File: src/rtl/uart_tx_arbiter.sv
// Round-robin arbiter that lets several byte producers share one UART transmitter.
// Optional launch timeout in WAIT_BUSY is built only when UART_TX_ARB_TIMEOUT_EN is defined.
module uart_tx_arbiter #(
    parameter int NUM_CLIENTS  = 4,
    parameter int DATA_WIDTH   = 8,
    parameter int BUSY_TIMEOUT = 16
) (
    input  logic                              clk,
    input  logic                              reset,
    input  logic [NUM_CLIENTS-1:0]            req,
    input  logic [NUM_CLIENTS*DATA_WIDTH-1:0] req_data,
    output logic [NUM_CLIENTS-1:0]            ack,
    output logic [NUM_CLIENTS-1:0]            done,
    output logic                              tx_enable,
    output logic [DATA_WIDTH-1:0]             tx_data,
    input  logic                              tx_busy,
    output logic [$clog2(NUM_CLIENTS)-1:0]    grant_id,
    output logic                              arb_busy,
    output logic                              tx_timeout
);

    localparam int GW = $clog2(NUM_CLIENTS);

    typedef enum logic [1:0] {IDLE, LAUNCH, WAIT_BUSY, SENDING} state_t;

    state_t                  state;
    logic [GW-1:0]           last;
    logic [GW-1:0]           sel;
    logic                    found;
    logic [DATA_WIDTH-1:0]   client_byte [NUM_CLIENTS];

    for (genvar i = 0; i < NUM_CLIENTS; i++) begin : g_unpack
        assign client_byte[i] = req_data[i*DATA_WIDTH +: DATA_WIDTH];
    end

    // Search starts one past the previous winner so every requester gets a turn.
    always_comb begin
        int unsigned   idx;
        logic [GW-1:0] cand;
        idx   = 0;
        cand  = '0;
        sel   = last;
        found = 1'b0;
        for (int unsigned k = 1; k <= NUM_CLIENTS; k++) begin
            idx  = (32'(last) + k) % NUM_CLIENTS;
            cand = idx[GW-1:0];
            if (!found && req[cand]) begin
                found = 1'b1;
                sel   = cand;
            end
        end
    end

    assign arb_busy = (state != IDLE);

`ifdef UART_TX_ARB_TIMEOUT_EN
    localparam int CW = $clog2(BUSY_TIMEOUT + 1);
    logic [CW-1:0] wait_cnt;
`else
    assign tx_timeout = 1'b0;
`endif

    always_ff @(posedge clk) begin
        if (reset) begin
            state     <= IDLE;
            last      <= GW'(NUM_CLIENTS - 1);
            ack       <= '0;
            done      <= '0;
            tx_enable <= 1'b0;
            tx_data   <= '0;
            grant_id  <= '0;
`ifdef UART_TX_ARB_TIMEOUT_EN
            tx_timeout <= 1'b0;
            wait_cnt   <= '0;
`endif
        end else begin
            ack       <= '0;
            done      <= '0;
            tx_enable <= 1'b0;
`ifdef UART_TX_ARB_TIMEOUT_EN
            tx_timeout <= 1'b0;
`endif
            case (state)
                IDLE: begin
                    if (found && !tx_busy) begin
                        tx_data   <= client_byte[sel];
                        grant_id  <= sel;
                        ack[sel]  <= 1'b1;
                        last      <= sel;
                        state     <= LAUNCH;
                    end
                end
                LAUNCH: begin
                    tx_enable <= 1'b1;
                    state     <= WAIT_BUSY;
`ifdef UART_TX_ARB_TIMEOUT_EN
                    wait_cnt  <= '0;
`endif
                end
                WAIT_BUSY: begin
                    if (tx_busy) begin
                        state <= SENDING;
                    end
`ifdef UART_TX_ARB_TIMEOUT_EN
                    // Abandon the launch; the pointer keeps its advance so others get served.
                    else if (wait_cnt == CW'(BUSY_TIMEOUT - 1)) begin
                        tx_timeout <= 1'b1;
                        state      <= IDLE;
                    end else begin
                        wait_cnt <= wait_cnt + 1'b1;
                    end
`endif
                end
                SENDING: begin
                    if (!tx_busy) begin
                        done[grant_id] <= 1'b1;
                        state          <= IDLE;
                    end
                end
                default: state <= IDLE;
            endcase
        end
    end

endmodule

File: config.mk
export PLATFORM = sky130hd
export DESIGN_NAME = uart_tx_arbiter
export DESIGN_NICKNAME = d
export VERILOG_FILES = /design/src/rtl/uart_tx_arbiter.sv
export SDC_FILE = /design/constraint.sdc
export NUM_CORES = 1
export LEC_CHECK = 0
export CAP_MARGIN = 0
export CORE_UTILIZATION = 35
export DETAILED_ROUTE_END_ITERATION = 6
export PLACE_DENSITY = 0.7
export SLEW_MARGIN = 10
export SYNTH_ARGS = -nofsm -noshare
export SYNTH_HDL_FRONTEND = slang
export SYNTH_SLANG_ARGS = --single-unit
File: constraint.sdc
create_clock -name clk -period 2.15 [get_ports clk]
set_input_delay 0.5375 -clock clk [delete_from_list [all_inputs] [get_ports clk]]
set_output_delay 0.5375 -clock clk [all_outputs]
set_load 0.02 [all_outputs]
==> qor.log, run 1 <==
[worst_setup_path] Critical Path Start Type primary input
[route] wire length per cell after detailed routing 13.6 um
[timing] Final TNS setup 0 ns
[cts] clock insertion delay at the later pin of the skew report 0.26 ns
[cts] number of buffers added for setup after CTS 0
[run] number of max-cap violations 0
[timing] Min Hold Slack 0.476 ns
[final_layout] final cell count without fillers 258
[synth] top flip-flop cell by instance count after synthesis dfxtp_1
[final_layout] proportion of layout cells with a drive suffix above 1 16.5%
[synth] sequential share of the synthesized area 35.4%
[timing] RSZ-0062 raised after global routing no
[synth] total nets after synthesis 184
[final_layout] Total Nets Final 257
[worst_setup_path] Crit. End Element flip-flop
[min_path] cell count of the worst hold path 2
[outcome] status complete, no violations
[synth] biggest area consumer among synthesized cells dfxtp_1
[min_path] worst hold path class reg -> reg
[cts] CTS Hold Bufs 0
[floorplan] die boundary width 63.0 um
[final_layout] diode insertion count for antenna repair 0
[synth] leading cell type by number of instances after synthesis dfxtp_1
[synth] per-instance average area after synthesis 9.29 um^2
[cts] clk slew on worst S/H paths 0.09 ns
[route] count of routing violations after the opening detailed-route iteration 46
[power] leakage power 0.857 nW
[power] total power per unit cell area 870 nW/um^2
[cts] number of clock sinks 23
[synth] netlist area before placement 1300 um^2
[route] total DRC errors in the routed layout 0
[route] via count normalized by instance count 5.07
[route] drt total wl 3510 um
[route] Final ANT Viol Nets 0
[placed_design] Final GP Congestion 0.822
[cts] clock tree from TritonCTS done
[synth] Yosys top cell area share 35.4%
[synth] Synthesis Warnings 0
[worst_setup_path] critical path type in -> reg
[min_path] Worst Hold Endpoint tx_data[0]
[final_layout] synthesis-to-layout area growth 59.7%
[worst_setup_path] Reg2Reg Capture Point tx_data[0]
[timing] final hold viol count 0
[floorplan] die extent in y 63.0 um
[placed_design] IO Port Bufs 58
[power] peak ir drop on the vdd network 0.387 mV
[global_routing] global-route wire length before repair 5890 um
[synth] number of unique standard cell types used by synthesis 36
[synth] number of standard cells after synthesis 140
[worst_setup_path] FF-to-FF setup slack 0.53 ns
[cts] CTS Buffer Depth 2
[final_layout] count of filler cells inserted in the layout 293
[floorplan] floorplan core area 3440 um^2
[worst_setup_path] length in cells of the worst reg-to-reg path 6
[worst_setup_path] arrival time reported for the critical path endpoint 2.17 ns
[timing] maximum clock skew at final layout 0.00162 ns
[floorplan] initial standard-cell utilization of the core 37.8%
[timing] endpoints failing setup 0
[cts] H-Tree Level Count 1
[placed_design] placed cell count 254
[timing] clock period minus final worst setup slack 2.02 ns
[worst_setup_path] Worst Path Max Fanout 7
[synth] cell types occupying the most area after synthesis dfxtp_1 (35%), o211ai_2 (7.7%), mux2i_1 (6.2%), a211o_1 (5.4%), ha_1 (4.8%)
[timing] Slew Limit Fails 0
[synth] post-synthesis sequential element count 23
[global_routing] number of antenna violations at the first check in global routing 0
[synth] leading post-synthesis cells by instance count dfxtp_1 (23), nor2_1 (14), nand2_1 (12)
[floorplan] number of I/O pins 60
[timing] portion of the clock cycle consumed by the worst path in the final layout 93.7%
[timing] maximum frequency from static timing analysis 496 MHz
[worst_setup_path] required time of the worst setup path 2.31 ns
[worst_setup_path] r2r startpoint last[0]
[cts] clock root buffer master clkbuf_8
[final_layout] post-route core utilization 60.4%
[floorplan] placement row count 21
[floorplan] Die Outline Area 3970 um^2
[synth] number of enable flip-flop cells after synthesis 0
[route] vias post-DR 1308
[global_routing] leftover overflow at the end of global routing 0
[global_routing] largest net degree at the start of global routing 15
[min_path] hold_sp tx_data[0]
[placed_design] half-perimeter wire length after detailed placement 2860 um
[synth] FFs w/ async S/R, synth 0%
[global_routing] number of global-route vias before repair 1239
[global_routing] total track usage 18.4%
[cts] total clock buffers created by CTS 3
[route] total iterations of the first detailed-routing run 4
-- cells by family (layout without fill, tap and decap cells) --
| family | after synthesis | after routing | share of synthesized area [%] |
|---|---|---|---|
| buffers and inverters | 11 | 83 | 4.90 |
| and+or+nand+nor | 55 | 55 | 23.3 |
| muxes | 9 | 9 | 7.02 |
| adders and majority gates | 5 | 5 | 4.81 |
| DFF | 23 | 23 | 35.4 |
| other | 1 | 1 | 0.288 |
| AOI/OAI and AO/OA | 36 | 36 | 24.3 |
-- routing by layer --
layer	GRT usage [%]	vias up	part of all wire (%)
met5	0	-	0
met4	6.10	0	0.97
met3	1.46	2	3.7
met2	32.0	29	51
met1	23.6	618	45
li1	-	659	-
-- per-stage QoR --
step / setup WS (ns) / area, um^2 / power [W]
2_1_floorplan: 0.421 / 1300 / 0.00114
4_1_cts: 0.122 / 2080 / 0.00182
3_3_place_gp: -0.101 / 2030 / 0.00152
6_report: 0.134 / 2080 / 0.00181
5_1_grt: 0.0434 / 2080 / 0.00193
3_5_place_dp: -0.160 / 2030 / 0.00156
-- worst max path at each step --
stage | slack (ns) | endpoint | startpoint | cells after the start
3_5_place_dp | -0.16 | tx_data[7] | req[3] | 7
6_report | 0.13 | tx_data[0] | req[3] | 7
3_3_place_gp | -0.10 | tx_data[0] | req[3] | 7
4_1_cts | 0.12 | tx_data[7] | req[3] | 7
5_1_grt | 0.04 | tx_data[0] | req[1] | 7
2_1_floorplan | 0.42 | tx_data[0] | req[3] | 7
-- layout by cell type (no fill, tap or decap), types with 8 or more instances in the layout --
cell              n
mux2i_1           8
nand4_1           8
a211o_1           8
o31ai_1           8
dfxtp_1          23
buf_4            16
nand2_1          12
nor2_1           14
clkdlybuf4s50_1  57
o211ai_2          8
-- worst max-delay path, stage by stage --
cell and delay, ns:
clkdlybuf4s50_1 0.46, nor2b_1 0.18, o21a_1 0.24, nor3_4 0.22
buf_12 0.16, mux2i_1 0.28, o211ai_2 0.10
-- sequential cells by signal, summed over array words and instances, names as in the netlist --
| register | flops |
|---|---|
| tx_data | 8 |
| ack | 4 |
| done | 4 |
| grant_id | 2 |
| last | 2 |
| state | 2 |
| tx_enable | 1 |
-- layout make-up --
type	instances	area, um^2	area share (%)
multi-input cells	106	777	37.4
repair buffers	75	719	34.6
flip-flops and latches	23	460	22.2
well taps	46	57.6	2.77
clock buffers	3	41.3	1.99
inverters	4	15.0	0.722
clock inverters	1	7.51	0.361
-- what timing repair did --
| item | CTS | global route |
|---|---|---|
| gates resized for setup | 1 | 0 |
| setup endpoints to repair | 1 | 0 |
| hold endpoints to repair | 0 | 0 |
-- power breakdown --
group / switching (W) / internal [W] / total (W)
logic: 0.000474 / 0.000470 / 0.000944
registers: 0.0000690 / 0.000520 / 0.000589
clock network: 0.000144 / 0.000131 / 0.000275
total: 0.000687 / 0.00112 / 0.00181
(Power assumes the default switching activity.)
==> run 2: changes to the inputs <==
--- a/config.mk
+++ b/config.mk
@@ -11,2 +11,3 @@
 export PLACE_DENSITY = 0.7
+export REMOVE_ABC_BUFFERS = 1
 export SLEW_MARGIN = 10
==> constraint.sdc (replaced) <==
create_clock -name clk -period 2.4 [get_ports clk]
set_input_delay 0.6 -clock clk [delete_from_list [all_inputs] [get_ports clk]]
set_output_delay 0.6 -clock clk [all_outputs]
set_load 0.01 [all_outputs]
==> run 2 against run 1 <==
Effect of this change: clock-buffer cell count did not move; first-iteration DRC count fell by 22%; hold slack better by 0.0023 ns; sequential power is 10% lower; via count is 0.69% lower; routed wire length increased by 2.9%; final cell count fell by 1.9%; critical path depth down 3; power is 14% lower; clock skew increased by 0.0036 ns; highest routed layer unchanged; register-to-register slack better by 0.16 ns.
==> qor.log, run 2 (synthesis gave the netlist of run 1 again) <==
[outcome] status complete, no violations [unchanged]
[timing] maximum frequency from static timing analysis 457 MHz
[floorplan] floorplan core area 3440 um^2 [unchanged]
[cts] total clock buffers created by CTS 3 [unchanged]
[power] internal power consumption 0.000990 W [was 0.00112 W]
[run] number of max-cap violations 0 [unchanged]
[worst_setup_path] r2r startpoint state[1] [was last[0]]
[min_path] worst hold path class reg -> reg [unchanged]
[power] peak ir drop on the vdd network 0.439 mV [was 0.387 mV]
[power] part of the total power dissipated in sequential elements 34.1% [was 32.6%]
[final_layout] synthesis-to-layout area growth 56.9% [was 59.7%]
[cts] quantity of gates resized following cts 0 [was 1]
[worst_setup_path] Reg2Reg Capture Point tx_data[3] [was tx_data[0]]
[worst_setup_path] FF-to-FF setup slack 0.69 ns [was 0.53 ns]
[final_layout] most common library cell in the layout ignoring fill and taps clkdlybuf4s50_1 [unchanged]
[route] total DRC errors in the routed layout 0 [unchanged]
[min_path] cell count of the worst hold path 2 [unchanged]
[final_layout] final cell count without fillers 253 [was 258]
[route] count of routing violations after the opening detailed-route iteration 36 [was 46]
[cts] clk slew on worst S/H paths 0.09 ns [about the same]
[worst_setup_path] Crit. End Element output port [was flip-flop]
[final_layout] diode insertion count for antenna repair 0 [unchanged]
[min_path] hold_sp tx_data[0] [unchanged]
[floorplan] die extent in y 63.0 um [unchanged]
[timing] Slew Limit Fails 0 [unchanged]
[power] Clock power frac 15.9% [was 15.2%]
[placed_design] half-perimeter wire length after detailed placement 2860 um [about the same]
[global_routing] number of antenna violations at the first check in global routing 0 [unchanged]
[cts] clock root buffer master clkbuf_8 [unchanged]
[final_layout] register with the highest flop count tx_data [unchanged]
[placed_design] placed cell count 249 [was 254]
[final_layout] proportion of layout cells with a drive suffix above 1 14.5% [was 16.5%]
[power] combinational cell fraction of total power 50.0% [was 52.2%]
[final_layout] multi-input logic area 777 um^2 [unchanged]
[worst_setup_path] critical path type reg -> out [was in -> reg]
[cts] clock insertion delay at the later pin of the skew report 0.26 ns [about the same]
[placed_design] Final GP Congestion 0.766 [was 0.822]
[cts] H-Tree Level Count 1 [unchanged]
[timing] maximum clock skew at final layout 0.00527 ns [was 0.00162 ns]
[final_layout] most frequent cells in the layout clkdlybuf4s50_1 (58), dfxtp_1 (23), nor2_1 (14), nand2_1 (12), buf_4 (11) [was clkdlybuf4s50_1 (57), dfxtp_1 (23), buf_4 (16), nor2_1 (14), nand2_1 (12)]
[global_routing] leftover overflow at the end of global routing 0 [unchanged]
[worst_setup_path] arrival time reported for the critical path endpoint 1.59 ns [was 2.17 ns]
[route] wire length per cell after detailed routing 14.3 um [was 13.6 um]
[floorplan] number of I/O pins 60 [unchanged]
[final_layout] registers with the most flip-flops tx_data x8, ack x4, done x4 [unchanged]
[route] drt total wl 3620 um [was 3510 um]
[route] Final ANT Viol Nets 0 [unchanged]
[worst_setup_path] Critical Path Start Type flip-flop [was primary input]
[power] total power per unit cell area 760 nW/um^2 [was 870 nW/um^2]
[route] vias post-DR 1299 [was 1308]
[global_routing] total track usage 19.0% [was 18.4%]
[timing] endpoints failing setup 0 [unchanged]
[route] total iterations of the first detailed-routing run 4 [unchanged]
[final_layout] count of filler cells inserted in the layout 305 [was 293]
[power] leakage power 0.831 nW [was 0.857 nW]
[worst_setup_path] length in cells of the worst reg-to-reg path 7 [was 6]
[final_layout] max FFs per register 8 [unchanged]
[cts] CTS Hold Bufs 0 [unchanged]
[timing] worst-margin pin slew 0.504 ns
[global_routing] global-route wire length before repair 6010 um [was 5890 um]
[cts] number of clock sinks 23 [unchanged]
[placed_design] IO Port Bufs 58 [unchanged]
[floorplan] Die Outline Area 3970 um^2 [unchanged]
[worst_setup_path] Worst Path Max Fanout 4 [was 7]
[power] reported net switching power 0.000561 W [was 0.000687 W]
[cts] number of buffers added for setup after CTS 0 [unchanged]
[floorplan] initial standard-cell utilization of the core 37.8% [unchanged]
[floorplan] placement row count 21 [unchanged]
[cts] clock tree from TritonCTS done [unchanged]
[timing] portion of the clock cycle consumed by the worst path in the final layout 91.2%
[timing] clock period minus final worst setup slack 2.19 ns
[timing] Final TNS setup 0 ns [unchanged]
[floorplan] die boundary width 63.0 um [unchanged]
[timing] RSZ-0062 raised after global routing no [unchanged]
[global_routing] number of global-route vias before repair 1264 [was 1239]
[min_path] Worst Hold Endpoint tx_data[0] [unchanged]
[timing] final hold viol count 0 [unchanged]
[cts] CTS Buffer Depth 2 [unchanged]
[final_layout] Total Nets Final 252 [was 257]
[global_routing] largest net degree at the start of global routing 15 [unchanged]
[worst_setup_path] required time of the worst setup path 1.80 ns [was 2.31 ns]
[worst_setup_path] beginning of the critical path state[0] [was req[3]]
[final_layout] combined flip-flop and latch cell area 460 um^2 [unchanged]
[route] via count normalized by instance count 5.13 [was 5.07]
[power] net switching share of the total power 36.2% [was 38.0%]
[timing] tightest slew margin relative to the limit 66.3%
[run 2: cell types whose count changed in the layout (fill, tap and decap cells not counted)]
cell / delta
dlygate4sd2_1: -1
clkdlybuf4s50_1: +1
buf_4: -5
[run 2: critical path, stage by stage, from the launching register on]
cell	delay [ns]
dfxtp_1	0.39
inv_1	0.10
ha_1	0.23
inv_2	0.08
clkdlybuf4s50_1	0.53
[run 2: worst max-delay path by stage]
stage,endpoint,slack (ns),depth (start not counted)
detailed placement,tx_data[4],-0.02,6
global route,tx_data[4],0.08,6
floorplan,tx_data[0],0.29,5
finish,arb_busy,0.21,4
CTS,arb_busy,0.21,4
global placement,tx_data[3],0.12,6
[run 2: power by group through the flow]
stage	combinational (W)	clock, W	sequential, W
final	0.000776	0.000247	0.000529
after global routing	0.000855	0.000267	0.000541
after CTS	0.000780	0.000249	0.000530
after detailed placement	0.000775	0	0.000539
after global placement	0.000750	0	0.000531
after floorplan	0.000385	0	0.000555
[run 2: through the flow]
| step | hold slack, ns | cell area (um^2) | util, % | worst slack [ns] | power (W) |
|---|---|---|---|---|---|
| floorplan | 0.480 | 1250 | - | 0.292 | 0.000939 |
| global placement | 0.448 | 1990 | 57.9 | 0.116 | 0.00128 |
| detailed placement | 0.460 | 1990 | 57.9 | -0.0195 | 0.00131 |
| CTS | 0.481 | 2040 | 59.3 | 0.207 | 0.00156 |
| global route | 0.508 | 2040 | 59.3 | 0.0835 | 0.00166 |
| finish | 0.478 | 2040 | 59.3 | 0.211 | 0.00155 |
[run 2: routing by layer]
layer  track usage [%]  up-vias  part of all wire [%]
met1              24.8      614                    44
met5                 0        -                     0
met4              5.23        0                   1.5
met3              1.82        4                   3.0
li1                  -      652                     -
met2              32.9       29                    51
[run 2: layout make-up]
class,count,area share [%]
well taps,46,2.82
clock inverters,1,0.368
flip-flops and latches,23,22.5
clock buffers,3,2.02
inverters,4,0.735
multi-input cells,106,38.1
repair buffers,70,33.5
==> run 3: changes to the inputs <==
CORE_UTILIZATION = 44   (was 35)
PLACE_DENSITY = 0.85   (was 0.7)
==> run 3 against run 2 <==
Effect of this change: sequential cell count unchanged; non-clock buffer count up 1; worst setup slack worse by 0.060 ns; highest routed layer unchanged; combinational power up 2%; sequential share of layout area up 0.38 points; clock-buffer cell count up 1; sequential power about the same; critical path type unchanged; fmax down 2.7%.
==> qor.log, run 3 (synthesis gave the netlist of run 1 again) <==
[outcome] status complete, no violations [unchanged]
[floorplan] die extent in y 56.4 um [was 63.0 um]
[floorplan] placement row count 19 [was 21]
[placed_design] IO Port Bufs 58 [unchanged]
[final_layout] Total Nets Final 253 [was 252]
[timing] Final TNS setup 0 ns [unchanged]
[placed_design] Final GP Congestion 0.777 [was 0.766]
[cts] clk slew on worst S/H paths 0.14 ns [was 0.09 ns]
[floorplan] die boundary width 56.4 um [was 63.0 um]
[timing] Slew Limit Fails 0 [unchanged]
[worst_setup_path] Crit. End Element output port [unchanged]
[final_layout] register with the highest flop count tx_data [unchanged]
[worst_setup_path] critical path's top delay family buffers and inverters [unchanged]
[final_layout] registers with the most flip-flops tx_data x8, ack x4, done x4 [unchanged]
[global_routing] global-route wire length before repair 6000 um [was 6010 um]
[route] wire length per cell after detailed routing 15.6 um [was 14.3 um]
[floorplan] floorplan core area 2780 um^2 [was 3440 um^2]
[final_layout] diode insertion count for antenna repair 0 [unchanged]
[final_layout] most common library cell in the layout ignoring fill and taps clkdlybuf4s50_1 [unchanged]
[cts] total clock buffers created by CTS 3 [unchanged]
[timing] clock period minus final worst setup slack 2.25 ns [was 2.19 ns]
[power] part of the total power dissipated in sequential elements 35.3% [was 34.1%]
[route] vias post-DR 1341 [was 1299]
[placed_design] post-place setup slack 0.0302 ns [was -0.0195 ns]
[worst_setup_path] buffer and inverter count on the worst path 3 [unchanged]
[placed_design] half-perimeter wire length after detailed placement 2870 um [was 2860 um]
[final_layout] most frequent cells in the layout clkdlybuf4s50_1 (58), dfxtp_1 (23), nor2_1 (14), nand2_1 (12), buf_4 (12) [was clkdlybuf4s50_1 (58), dfxtp_1 (23), nor2_1 (14), nand2_1 (12), buf_4 (11)]
[timing] crit path setup slack, layout 0.151 ns [was 0.211 ns]
[power] net switching share of the total power 37.5% [was 36.2%]
[cts] clock tree from TritonCTS done [unchanged]
[timing] maximum clock skew at final layout 0.0186 ns [was 0.00527 ns]
[worst_setup_path] Worst Path Max Fanout 4 [unchanged]
[final_layout] proportion of layout cells with a drive suffix above 1 14.4% [was 14.5%]
[global_routing] leftover overflow at the end of global routing 0 [unchanged]
[global_routing] total track usage 24.2% [was 19.0%]
[worst_setup_path] required time of the worst setup path 1.80 ns [about the same]
[worst_setup_path] maximum single-stage delay on the critical path 0.53 ns [about the same]
[cts] clock insertion delay at the later pin of the skew report 0.32 ns [was 0.26 ns]
[cts] quantity of gates resized following cts 0 [unchanged]
[power] leakage power 0.830 nW [was 0.831 nW]
[min_path] hold_sp tx_data[6] [was tx_data[0]]
[final_layout] synthesis-to-layout area growth 54.3% [was 56.9%]
[power] total power per unit cell area 748 nW/um^2 [was 760 nW/um^2]
[worst_setup_path] critical path type reg -> out [unchanged]
[global_routing] number of antenna violations at the first check in global routing 0 [unchanged]
[power] internal power consumption 0.000938 W [was 0.000990 W]
[route] total iterations of the first detailed-routing run 5 [was 4]
[worst_setup_path] library cell contributing the largest single delay on the critical path clkdlybuf4s50_1 [unchanged]
[cts] CTS Hold Bufs 0 [unchanged]
[worst_setup_path] arrival time reported for the critical path endpoint 1.65 ns [was 1.59 ns]
[route] via count normalized by instance count 5.61 [was 5.13]
[power] peak ir drop on the vdd network 0.571 mV [was 0.439 mV]
[floorplan] Die Outline Area 3180 um^2 [was 3970 um^2]
[worst_setup_path] beginning of the critical path state[0] [unchanged]
[cts] number of clock sinks 23 [unchanged]
[cts] CTS Buffer Depth 2 [unchanged]
[worst_setup_path] Critical Path Start Type flip-flop [unchanged]
[timing] maximum frequency from static timing analysis 445 MHz [was 457 MHz]
[power] combinational cell fraction of total power 52.5% [was 50.0%]
[floorplan] number of I/O pins 60 [unchanged]
[cts] clock root buffer master clkbuf_4 [was clkbuf_8]
[route] count of routing violations after the opening detailed-route iteration 40 [was 36]
[final_layout] max FFs per register 8 [unchanged]
[floorplan] initial standard-cell utilization of the core 46.8% [was 37.8%]
[global_routing] largest net degree at the start of global routing 13 [was 15]
[route] total DRC errors in the routed layout 0 [unchanged]
[timing] endpoints failing setup 0 [unchanged]
[min_path] worst hold path class reg -> reg [unchanged]
[power] Clock power frac 12.1% [was 15.9%]
[timing] portion of the clock cycle consumed by the worst path in the final layout 93.7% [was 91.2%]
[cts] number of buffers added for setup after CTS 0 [unchanged]
[cts] H-Tree Level Count 1 [unchanged]
[run] number of max-cap violations 0 [unchanged]
[worst_setup_path] r2r startpoint state[0] [was state[1]]
[route] drt total wl 3730 um [was 3620 um]
[worst_setup_path] crit path cell chain inv_1 > ha_1 > inv_2 > clkdlybuf4s50_1 [unchanged]
[timing] RSZ-0062 raised after global routing no [unchanged]
[power] reported net switching power 0.000563 W [was 0.000561 W]
[route] Final ANT Viol Nets 0 [unchanged]
[global_routing] number of global-route vias before repair 1303 [was 1264]
[timing] final hold viol count 0 [unchanged]
## run 3: worst register-to-register path, delay by kind of cell (launching register included)
family | cells | cell delay, ns
AO/OA/AOI/OAI | 1 | 0.27
adder cells (fa/ha/maj) | 1 | 0.20
buffers and inverters | 3 | 0.36
flip-flops | 1 | 0.36
AND/OR/NAND/NOR | 2 | 0.47
## run 3: metrics by stage
step	hold slack [ns]	total power, W	area, um^2	utilization [%]	cells
finish	0.490	0.00150	2010	72.2	239
global route	0.516	0.00159	2010	72.2	239
CTS	0.486	0.00150	2010	72.2	239
detailed placement	0.455	0.00132	1980	71.3	235
global placement	0.449	0.00128	1980	71.3	235
floorplan	0.480	0.000939	1250	-	133
## run 3: path summary, 6_finish.rpt
kind	to	slack (ns)	cells after the start
min	tx_data[6]	0.49	2
min reg2reg	tx_data[6]	0.49	2
max	arb_busy	0.15	4
max reg2reg	tx_data[7]	0.71	7
## run 3: final cells by class
type                    instances  area, um^2
clock buffers                   4        26.3
multi-input cells             106         777
flip-flops and latches         23         460
well taps                      31        38.8
fillers                       223         773
repair buffers                 71         691
inverters                       4        15.0
## run 3: per-layer routing
layer	share of wire, %	up-vias	track usage (%)
li1	-	655	-
met1	41	627	28.4
met2	53	51	44.0
met3	4.4	8	3.46
met4	1.5	0	9.41
met5	0	-	0
## run 3: power groups by stage
| stage | Combinational [W] | Sequential (W) | Clock [W] |
|---|---|---|---|
| after CTS | 0.000784 | 0.000530 | 0.000181 |
| after global placement | 0.000743 | 0.000532 | 0 |
| final | 0.000789 | 0.000530 | 0.000182 |
| after floorplan | 0.000385 | 0.000555 | 0 |
| after global routing | 0.000846 | 0.000543 | 0.000201 |
| after detailed placement | 0.000777 | 0.000540 | 0 |
